[src/rtl/tcbm_defs.sv]
// Shared constants for the tcbm_* blocks: default data width, default empty
// value, the bus byte width, and a constant clog2 helper for pointer sizing.
package tcbm_defs;

    localparam int DEFAULT_WIDTH  = 8;
    localparam int DEFAULT_RESET  = 0;
    localparam int BUS_BYTE_WIDTH = 8;

    // Ceiling log2, used at elaboration time to size pointers.
    function automatic int clog2(input int value);
        int result;
        int remaining;
        result    = 0;
        remaining = value - 1;
        while (remaining > 0) begin
            result    = result + 1;
            remaining = remaining >> 1;
        end
        return result;
    endfunction

endpackage

[src/rtl/tcbm_fifo_ptr.sv]
// AW-bit wrapping pointer with increment enable and synchronous clear.
// Wrap from DEPTH-1 back to 0 comes for free because DEPTH is a power of two.
module tcbm_fifo_ptr #(
    parameter int AW = 2
) (
    input  logic          clock,
    input  logic          reset,
    input  logic          clear,
    input  logic          inc,
    output logic [AW-1:0] ptr
);

    // Pointer register: async reset, then clear has priority over increment.
    always_ff @(posedge clock or posedge reset) begin
        if (reset) begin
            ptr <= '0;
        end else if (clear) begin
            ptr <= '0;
        end else if (inc) begin
            ptr <= ptr + 1'b1;
        end
    end

endmodule

[src/rtl/tcbm_reg_fifo.sv]
// DEPTH-entry, WIDTH-bit first-word-fall-through buffer between the TCBM
// bus-side strobe logic (writer) and the drive/SD controller side (reader).
// q shows RESET while empty. Occupancy, overflow and underflow flags provided.
// Build option: TCBM_REG_FIFO_STICKY_EN makes overflow/underflow sticky until
// flush or reset; otherwise they are one-cycle pulses.
module tcbm_reg_fifo
    import tcbm_defs::*;
#(
    parameter int              WIDTH = DEFAULT_WIDTH,
    parameter int              DEPTH = 4,
    parameter logic [WIDTH-1:0] RESET = WIDTH'(DEFAULT_RESET),
    localparam int             AW    = clog2(DEPTH)
) (
    input  logic             clock,
    input  logic             reset,
    input  logic             flush,
    input  logic             wr_en,
    input  logic [WIDTH-1:0] d,
    input  logic             rd_en,
    output logic [WIDTH-1:0] q,
    output logic             empty,
    output logic             full,
    output logic [AW:0]      count,
    output logic             overflow,
    output logic             underflow
);

    logic [WIDTH-1:0] storage [DEPTH];
    logic [AW-1:0]    wr_ptr;
    logic [AW-1:0]    rd_ptr;
    logic             wr_accept;
    logic             rd_accept;
    logic             wr_drop;
    logic             rd_ignore;

    // Accept/drop decisions; a simultaneous read frees the slot at full.
    always_comb begin
        wr_accept = wr_en && (!full || rd_en);
        rd_accept = rd_en && !empty;
        wr_drop   = wr_en && full && !rd_en;
        rd_ignore = rd_en && empty;
    end

    // Status and head data are derived purely from registered state.
    always_comb begin
        empty = (count == '0);
        full  = (count == (AW + 1)'(DEPTH));
        q     = empty ? RESET : storage[rd_ptr];
    end

    tcbm_fifo_ptr #(.AW(AW)) u_wr_ptr (
        .clock (clock),
        .reset (reset),
        .clear (flush),
        .inc   (wr_accept),
        .ptr   (wr_ptr)
    );

    tcbm_fifo_ptr #(.AW(AW)) u_rd_ptr (
        .clock (clock),
        .reset (reset),
        .clear (flush),
        .inc   (rd_accept),
        .ptr   (rd_ptr)
    );

    // Storage is not reset; stale contents are hidden behind empty.
    always_ff @(posedge clock) begin
        if (!flush && wr_accept) begin
            storage[wr_ptr] <= d;
        end
    end

    // Occupancy: up on write only, down on read only.
    always_ff @(posedge clock or posedge reset) begin
        if (reset) begin
            count <= '0;
        end else if (flush) begin
            count <= '0;
        end else if (wr_accept && !rd_accept) begin
            count <= count + 1'b1;
        end else if (rd_accept && !wr_accept) begin
            count <= count - 1'b1;
        end
    end

    // Error flags: pulse or sticky depending on the build.
    always_ff @(posedge clock or posedge reset) begin
        if (reset) begin
            overflow  <= 1'b0;
            underflow <= 1'b0;
        end else if (flush) begin
            overflow  <= 1'b0;
            underflow <= 1'b0;
        end else begin
`ifdef TCBM_REG_FIFO_STICKY_EN
            overflow  <= overflow | wr_drop;
            underflow <= underflow | rd_ignore;
`else
            overflow  <= wr_drop;
            underflow <= rd_ignore;
`endif
        end
    end

endmodule

[config.mk]
export PLATFORM = sky130hd
export DESIGN_NAME = tcbm_reg_fifo
export DESIGN_NICKNAME = d
export VERILOG_FILES = /design/src/rtl/tcbm_defs.sv /design/src/rtl/tcbm_fifo_ptr.sv /design/src/rtl/tcbm_reg_fifo.sv
export SDC_FILE = /design/constraint.sdc
export NUM_CORES = 1
export LEC_CHECK = 0
export ABC_AREA = 0
export BUFFER_PORTS_ARGS = -buffer_cell sky130_fd_sc_hd__buf_2
export CAP_MARGIN = 10
export CORE_MARGIN = 5
export CORE_UTILIZATION = 55
export CTS_CLUSTER_DIAMETER = 30
export DETAILED_ROUTE_END_ITERATION = 10
export HOLD_SLACK_MARGIN = 0.02
export PLACE_DENSITY = 0.78
export SYNTH_ARGS = -nofsm -noshare
export SYNTH_HDL_FRONTEND = slang
export SYNTH_HIERARCHICAL = 1
export SYNTH_SLANG_ARGS = --single-unit
[constraint.sdc]
create_clock -name clock -period 2.5 [get_ports clock]
set_input_delay 0.375 -clock clock [delete_from_list [all_inputs] [get_ports clock]]
set_output_delay 0.375 -clock clock [all_outputs]
set_load 0.02 [all_outputs]
After elaboration in Yosys (flattened, before gate mapping)
Memory sizes are Yosys's and may differ from the RTL's.
Cells that the tools add are included.
Widths: inputs -> output; s select.
{"block": "word_totals", "regBits": 9, "ramBits": 32, "out_inout_bits": 15, "n_memories": 1}
{"name": "storage", "depth": 4, "word_bits": 8, "read_ports": 1, "rd_ports_with_merged_regs": 0, "write_ports": 1, "line": "tcbm_reg_fifo.sv:28", "source": "logic [WIDTH-1:0] storage [DEPTH];"}
{"block": "op_classes", "n_addsub": 4, "n_eq_ne": 1, "muxes": 12, "reduce_logical": 19}
{"operator": "$mux 3", "count": 3}
{"operator": "$logic_and 1x1->1", "count": 8}
{"operator": "$mux 2", "count": 4}
{"operator": "$mux 8", "count": 1}
{"operator": "$logic_not 1->1", "count": 6}
{"operator": "$add 2x1->2 const B", "count": 2}
{"operator": "$mux 1", "count": 4}
{"operator": "$reduce_bool 2->1", "count": 2}
{"operator": "$add 3x1->3 const B", "count": 1}
{"operator": "$eq 3x3->1 const B", "count": 1}
{"operator": "$logic_not 3->1", "count": 1}
{"operator": "$reduce_bool 3->1", "count": 1}
{"operator": "$sub 3x1->3 const B", "count": 1}
{"operator": "$logic_or 1x1->1", "count": 1}

Depth between registers and ports, before layout
{"block": "logic_depth", "ltp_word": 9, "mapped_depth": 8, "ltp_nobuf": 8}

Hierarchy
Netlist, hierarchy kept.
{"module": "tcbm_reg_fifo", "instances": 1, "cells_per_inst": 93, "area_per_inst_um2": 1567.8, "seq_area_each_um2": 1086.0}
{"module": "tcbm_fifo_ptr", "instances": 2, "cells_per_inst": 8, "area_per_inst_um2": 92.6, "seq_area_each_um2": 50.0}

Least setup slack after synthesis
No wires, ideal clock.
{"block": "synth_path", "path_kind": "reg-to-reg", "startpoint": "reg count[0]", "endpoint": "reg count[2]", "setup_ps": 82, "t_arrival_ps": 1958, "path_slack_ps": 460, "stages_incl_launch_ff": 8, "n_path_buf": 0, "period_less_slack_ps": 2040, "path_cell_list": "dfrtp_1 inv_1 nand3_1 and3_1 fa_1 nand2b_1 or3_1 a31oi_1"}
{"block": "synth_between", "elab_chain_cells": 7, "word_cells_on_any_way": 17, "cone_classes": "add/sub: 2; eq/ne: 1; mux: 3; reduce/logical: 11"}
{"element": "start, declared", "line": "tcbm_reg_fifo.sv:23", "source": "output logic [AW:0] count,"}
{"element": "start signal, assigned", "line": "tcbm_reg_fifo.sv:81", "source": "count <= count + 1'b1;"}
{"element": "start signal, assigned", "line": "tcbm_reg_fifo.sv:83", "source": "count <= count - 1'b1;"}
{"element": "branches (longest 7 deep; another with $sub 3x1->3)"}
Parallel ways; which one is timed is not known. The select of a mux whose other input is x is not followed.
A chain may end at the register's enable or synchronous reset.

Worst setup path in the final report
Same ends and word-level chain as after synthesis.

==> impl.org <==
** Logic synthesis
- The cell area that synthesis handed to floorplanning was around 0.0018 sq mm.
- Number of warning messages in the yosys log :: 6
- Cells taking the most area after synthesis :: edfxtp_1 55%, dfrtp_1 13%, mux4_2 10%
- After synthesis, flip-flops and latches occupy 67.67% of the total area.
- For this run, the leading register cell type out of synthesis is edfxtp_1.
- Counting every net in the synthesized netlist gives around 120.
- Share of synthesized flip-flops with an asynchronous set or reset :: 21.95%
- Area share of the largest cell type after synthesis :: between 50% and 60%
- In this run, synthesis inferred 32 flip-flops with an integrated enable.
- Synthesis handed over a netlist of approximately 110 instances.
- The largest total area in the synthesized netlist belongs to edfxtp_1.
- Distinct cell type count of the synthesized netlist :: 30
- In this run the mean area of a mapped cell was 16.08 sq um.
- Post-synthesis register bit count :: 41

** Global route
- Global routing used 16.41% of the available tracks.
- Pin count of the biggest net entering global routing :: 14
- Global routing finished with a remaining overflow of 0.
- The first global-routing pass estimated approximately 5.1 mm of wire.
- Number of antenna violations at the first check in global routing :: 0
- The number of global-route vias before repair was 1,077.

** Routing
- The final layout contains routed wiring with a total length of 3.147 mm.
- In the final routed layout, each cell accounts on average for roughly 17 microns.
- The final route contains 1,035 vias.
- The first routing iteration left 64 violations.
- In the routed design, unresolved DRC markers number 0.
- In this run the remaining antenna-violating nets after routing total 0.
- After detailed routing, the number of vias per cell comes to 5.447.
- Number of search-and-repair iterations in the first detailed-routing pass :: 4

** Placement
- Port Buf Inserts :: 27
- The congestion estimate from routability-driven global placement came to 0.7649.
- Instance count after placement with tap cells included :: 181
- Half-perimeter wire length after placement :: 2.198 mm

** Power
- Fraction of power consumed by sequential logic :: 48.2%
- In this run, the clock network consumes 18.1% of the power.
- IR analysis of the VDD net gives a maximum drop of 451.5 uV.
- Cell internal power dissipation :: about 1.1 mW
- Tot Pwr :: 1.750 mW
- Per report_power, the combinational group accounts for roughly a third of the total.
- Total power divided by cell area :: about 860 mW/mm^2
- For this design the static power due to leakage is just under 0.8 nW.
- Switching share of power :: 34.37%
- Summed over all nets, the switching power comes to 601.4 uW.

** Setup path
- The critical path goes through inv_1 -> nand3_1 -> and3_1 -> fa_1 -> nand2b_1 -> or3_1 -> a31oi_1.
- STA classifies the critical path startpoint as a flop.
- Data on the critical path arrives at its endpoint at between 2 and 2.5 ns.
- Setup slack of the worst register-to-register path :: roughly 0.33 ns
- At the worst endpoint, the required time is 2.79 ns.
- Critical register-to-register path startpoint :: count[0]
- By startpoint and endpoint, the worst setup path is classified as flop to flop.
- Maximum cell stage delay along the critical path :: 0.49 ns
- Count of cells along the worst register-to-register path :: 7
- Following the worst setup path forward leads to its endpoint at count[2].
- On the critical path the largest part of the delay comes from simple AND/OR/NAND/NOR gates.
- Worst-path maximum fanout :: 8
- Number of buffers and inverters on the critical path :: 1
- On the critical path, the stage with the largest delay is an instance of dfrtp_1.
- Destination of the worst register-to-register timing path :: count[2]
- Tracing the worst setup path back leads to its startpoint at count[0].
- Number of cells on the critical path :: 7
- STA classifies the critical path endpoint as a flop.

** STA
- Period minus WS final :: 2.175 ns
- Setup total negative slack on the finished layout was measured at 0 ns.
- The final count of hold timing violations was 0.
- Hold timing on the final database bottoms out at a slack of 0.2310 ns.
- For the pin with the worst max-slew slack, the measured transition is 0.4932 ns.
- RSZ-0062 raised after global routing :: no
- Total of endpoints with negative setup slack in the final report :: 0
- In this run the tightest slew margin relative to its limit is 66.65%.
- Between clock sinks in the finished design, the worst skew comes to about 0.016 ns.
- The number of pins exceeding their max-slew limit in the final report was 0.
- Of the available clock period, the critical path in the final layout requires 86.99%.
- Highest attainable clock frequency :: 459.8 MHz

** Die
- Starting Density :: 57.42%
- The initialized floorplan defines 20 standard-cell rows.
- Die span in x :: 66.46 microns
- Core area :: 0.003053 sq mm
- Vert. Die Dim :: 66.46 microns
- 28 I/O pins were placed.
- The die covers 0.004416 sq mm.

** CTS
- For the worst-skew pair, the clock arrives at the later sink with an insertion delay of approximately 0.35 ns.
- Clock sink total :: 41
- Root buffer cell :: clkbuf_4
- Post-CTS repair changed the size of 0 cells.
- Counting along the longest clock path gives a buffer depth of 2.
- TritonCTS built the clock tree.
- Clock edge transition at the registers on the reported setup and hold paths :: around 0.13 ns
- The H-tree was split into 2 levels.
- Clock buffer count from CTS :: 5

** Final layout
- Nets :: 159
- For this run, the share of the core covered by cells in the final layout is 66.43%.
- Filler cell count :: 225
- Of the cells placed in the final design, the portion with a size suffix greater than 1 is 34.25%.
- Compared with the post-synthesis result, the final layout area differs by 15.70%.
- The number of antenna diodes in the final layout is 0.
- The library cells used most frequently in the layout, excluding fill and tap cells, are 32 x edfxtp_1, 27 x buf_2, 10 x nor2b_1.
- Final Non-Filler Cells :: 190
- Leaving out fill and tap cells, the most frequent cell in the layout is edfxtp_1.

** Hold path
- Hold WC Path Type :: primary input to flop
- Number of cells on the worst hold path :: 1

** Run status
- Status :: complete, no violations

** Run
- Count of maximum capacitance violations :: 0
==> power groups by stage <==
stage | sequential, mW | clock [mW] | combinational, mW
floorplan | 0.866 | 0 | 0.391
global placement | 0.847 | 0 | 0.580
detailed placement | 0.858 | 0 | 0.593
CTS | 0.842 | 0.325 | 0.598
global route | 0.851 | 0.358 | 0.647
finish | 0.843 | 0.317 | 0.590
==> worst register-to-register path, cell delays in order, from the launching register on <==
cell	delay [ns]
dfrtp_1	0.49
inv_1	0.13
nand3_1	0.16
and3_1	0.25
fa_1	0.40
nand2b_1	0.20
or3_1	0.33
a31oi_1	0.16
==> sequential cells by signal (all words and copies together), names as in the netlist <==
| name | cells |
|---|---|
| count | 3 |
| overflow | 1 |
| storage | 32 |
| u_wr_ptr/ptr | 2 |
| u_rd_ptr/ptr | 2 |
| underflow | 1 |
==> metal layers <==
| layer | part of all wire [%] | GRT usage [%] | vias up |
|---|---|---|---|
| met5 | 0 | 0 | - |
| met4 | 1.8 | 8.376 | 0 |
| met3 | 4.6 | 4.047 | 5 |
| met2 | 52 | 27.76 | 33 |
| met1 | 42 | 19.29 | 513 |
| li1 | - | - | 484 |
==> timing repair <==
action	CTS	global route
hold buffers	1	0
buffers inserted	0	0
endpoints found under the hold margin	9	0
==> cells in the mapped netlist, drive strengths merged (3+ instances only) <==
cell type and number:
edfxtp 32, nor2b 10, dfrtp 9, mux4 8
nor2 8, inv 6, nand3b 3
==> cell type report <==
cell class | instances | area, sq um | area share [%]
well taps | 44 | 55.05 | 2.714
flip-flops and latches | 41 | 1186 | 58.48
multi-input cells | 58 | 526.8 | 25.97
repair buffers | 33 | 182.7 | 9.007
clock inverters | 3 | 17.52 | 0.8637
clock buffers | 5 | 37.54 | 1.851
inverters | 6 | 22.52 | 1.110
==> metrics by stage <==
step	worst slack, ns	cell area [sq um]
after floorplan	0.4605	1753
after global placement	0.5349	1963
after detailed placement	0.3755	1963
after CTS	0.3241	2028
after global routing	0.1875	2028
final	0.3251	2028
==> worst min path at each step <==
| stage | from | end | slack (ns) |
|---|---|---|---|
| 6_report | d[6] | storage[1][6] | 0.23 |
| 3_3_place_gp | reset | u_wr_ptr/ptr[1] | 0.25 |
| 5_1_grt | d[6] | storage[1][6] | 0.22 |
| 3_5_place_dp | reset | u_rd_ptr/ptr[0] | 0.25 |
| 2_1_floorplan | reset | u_rd_ptr/ptr[0] | 0.12 |
| 4_1_cts | d[6] | storage[1][6] | 0.22 |
==> cell families after synthesis <==
kind of cell	synth area share, %
and+or+nand+nor	12.13
AOI/OAI and AO/OA	4.212
xor gates and xnor gates	0.9995
adders and majority gates	1.142
DFF	67.67
muxes	11.56
buffers and inverters	2.284
Note: power is estimated with default switching activity, not from simulation.
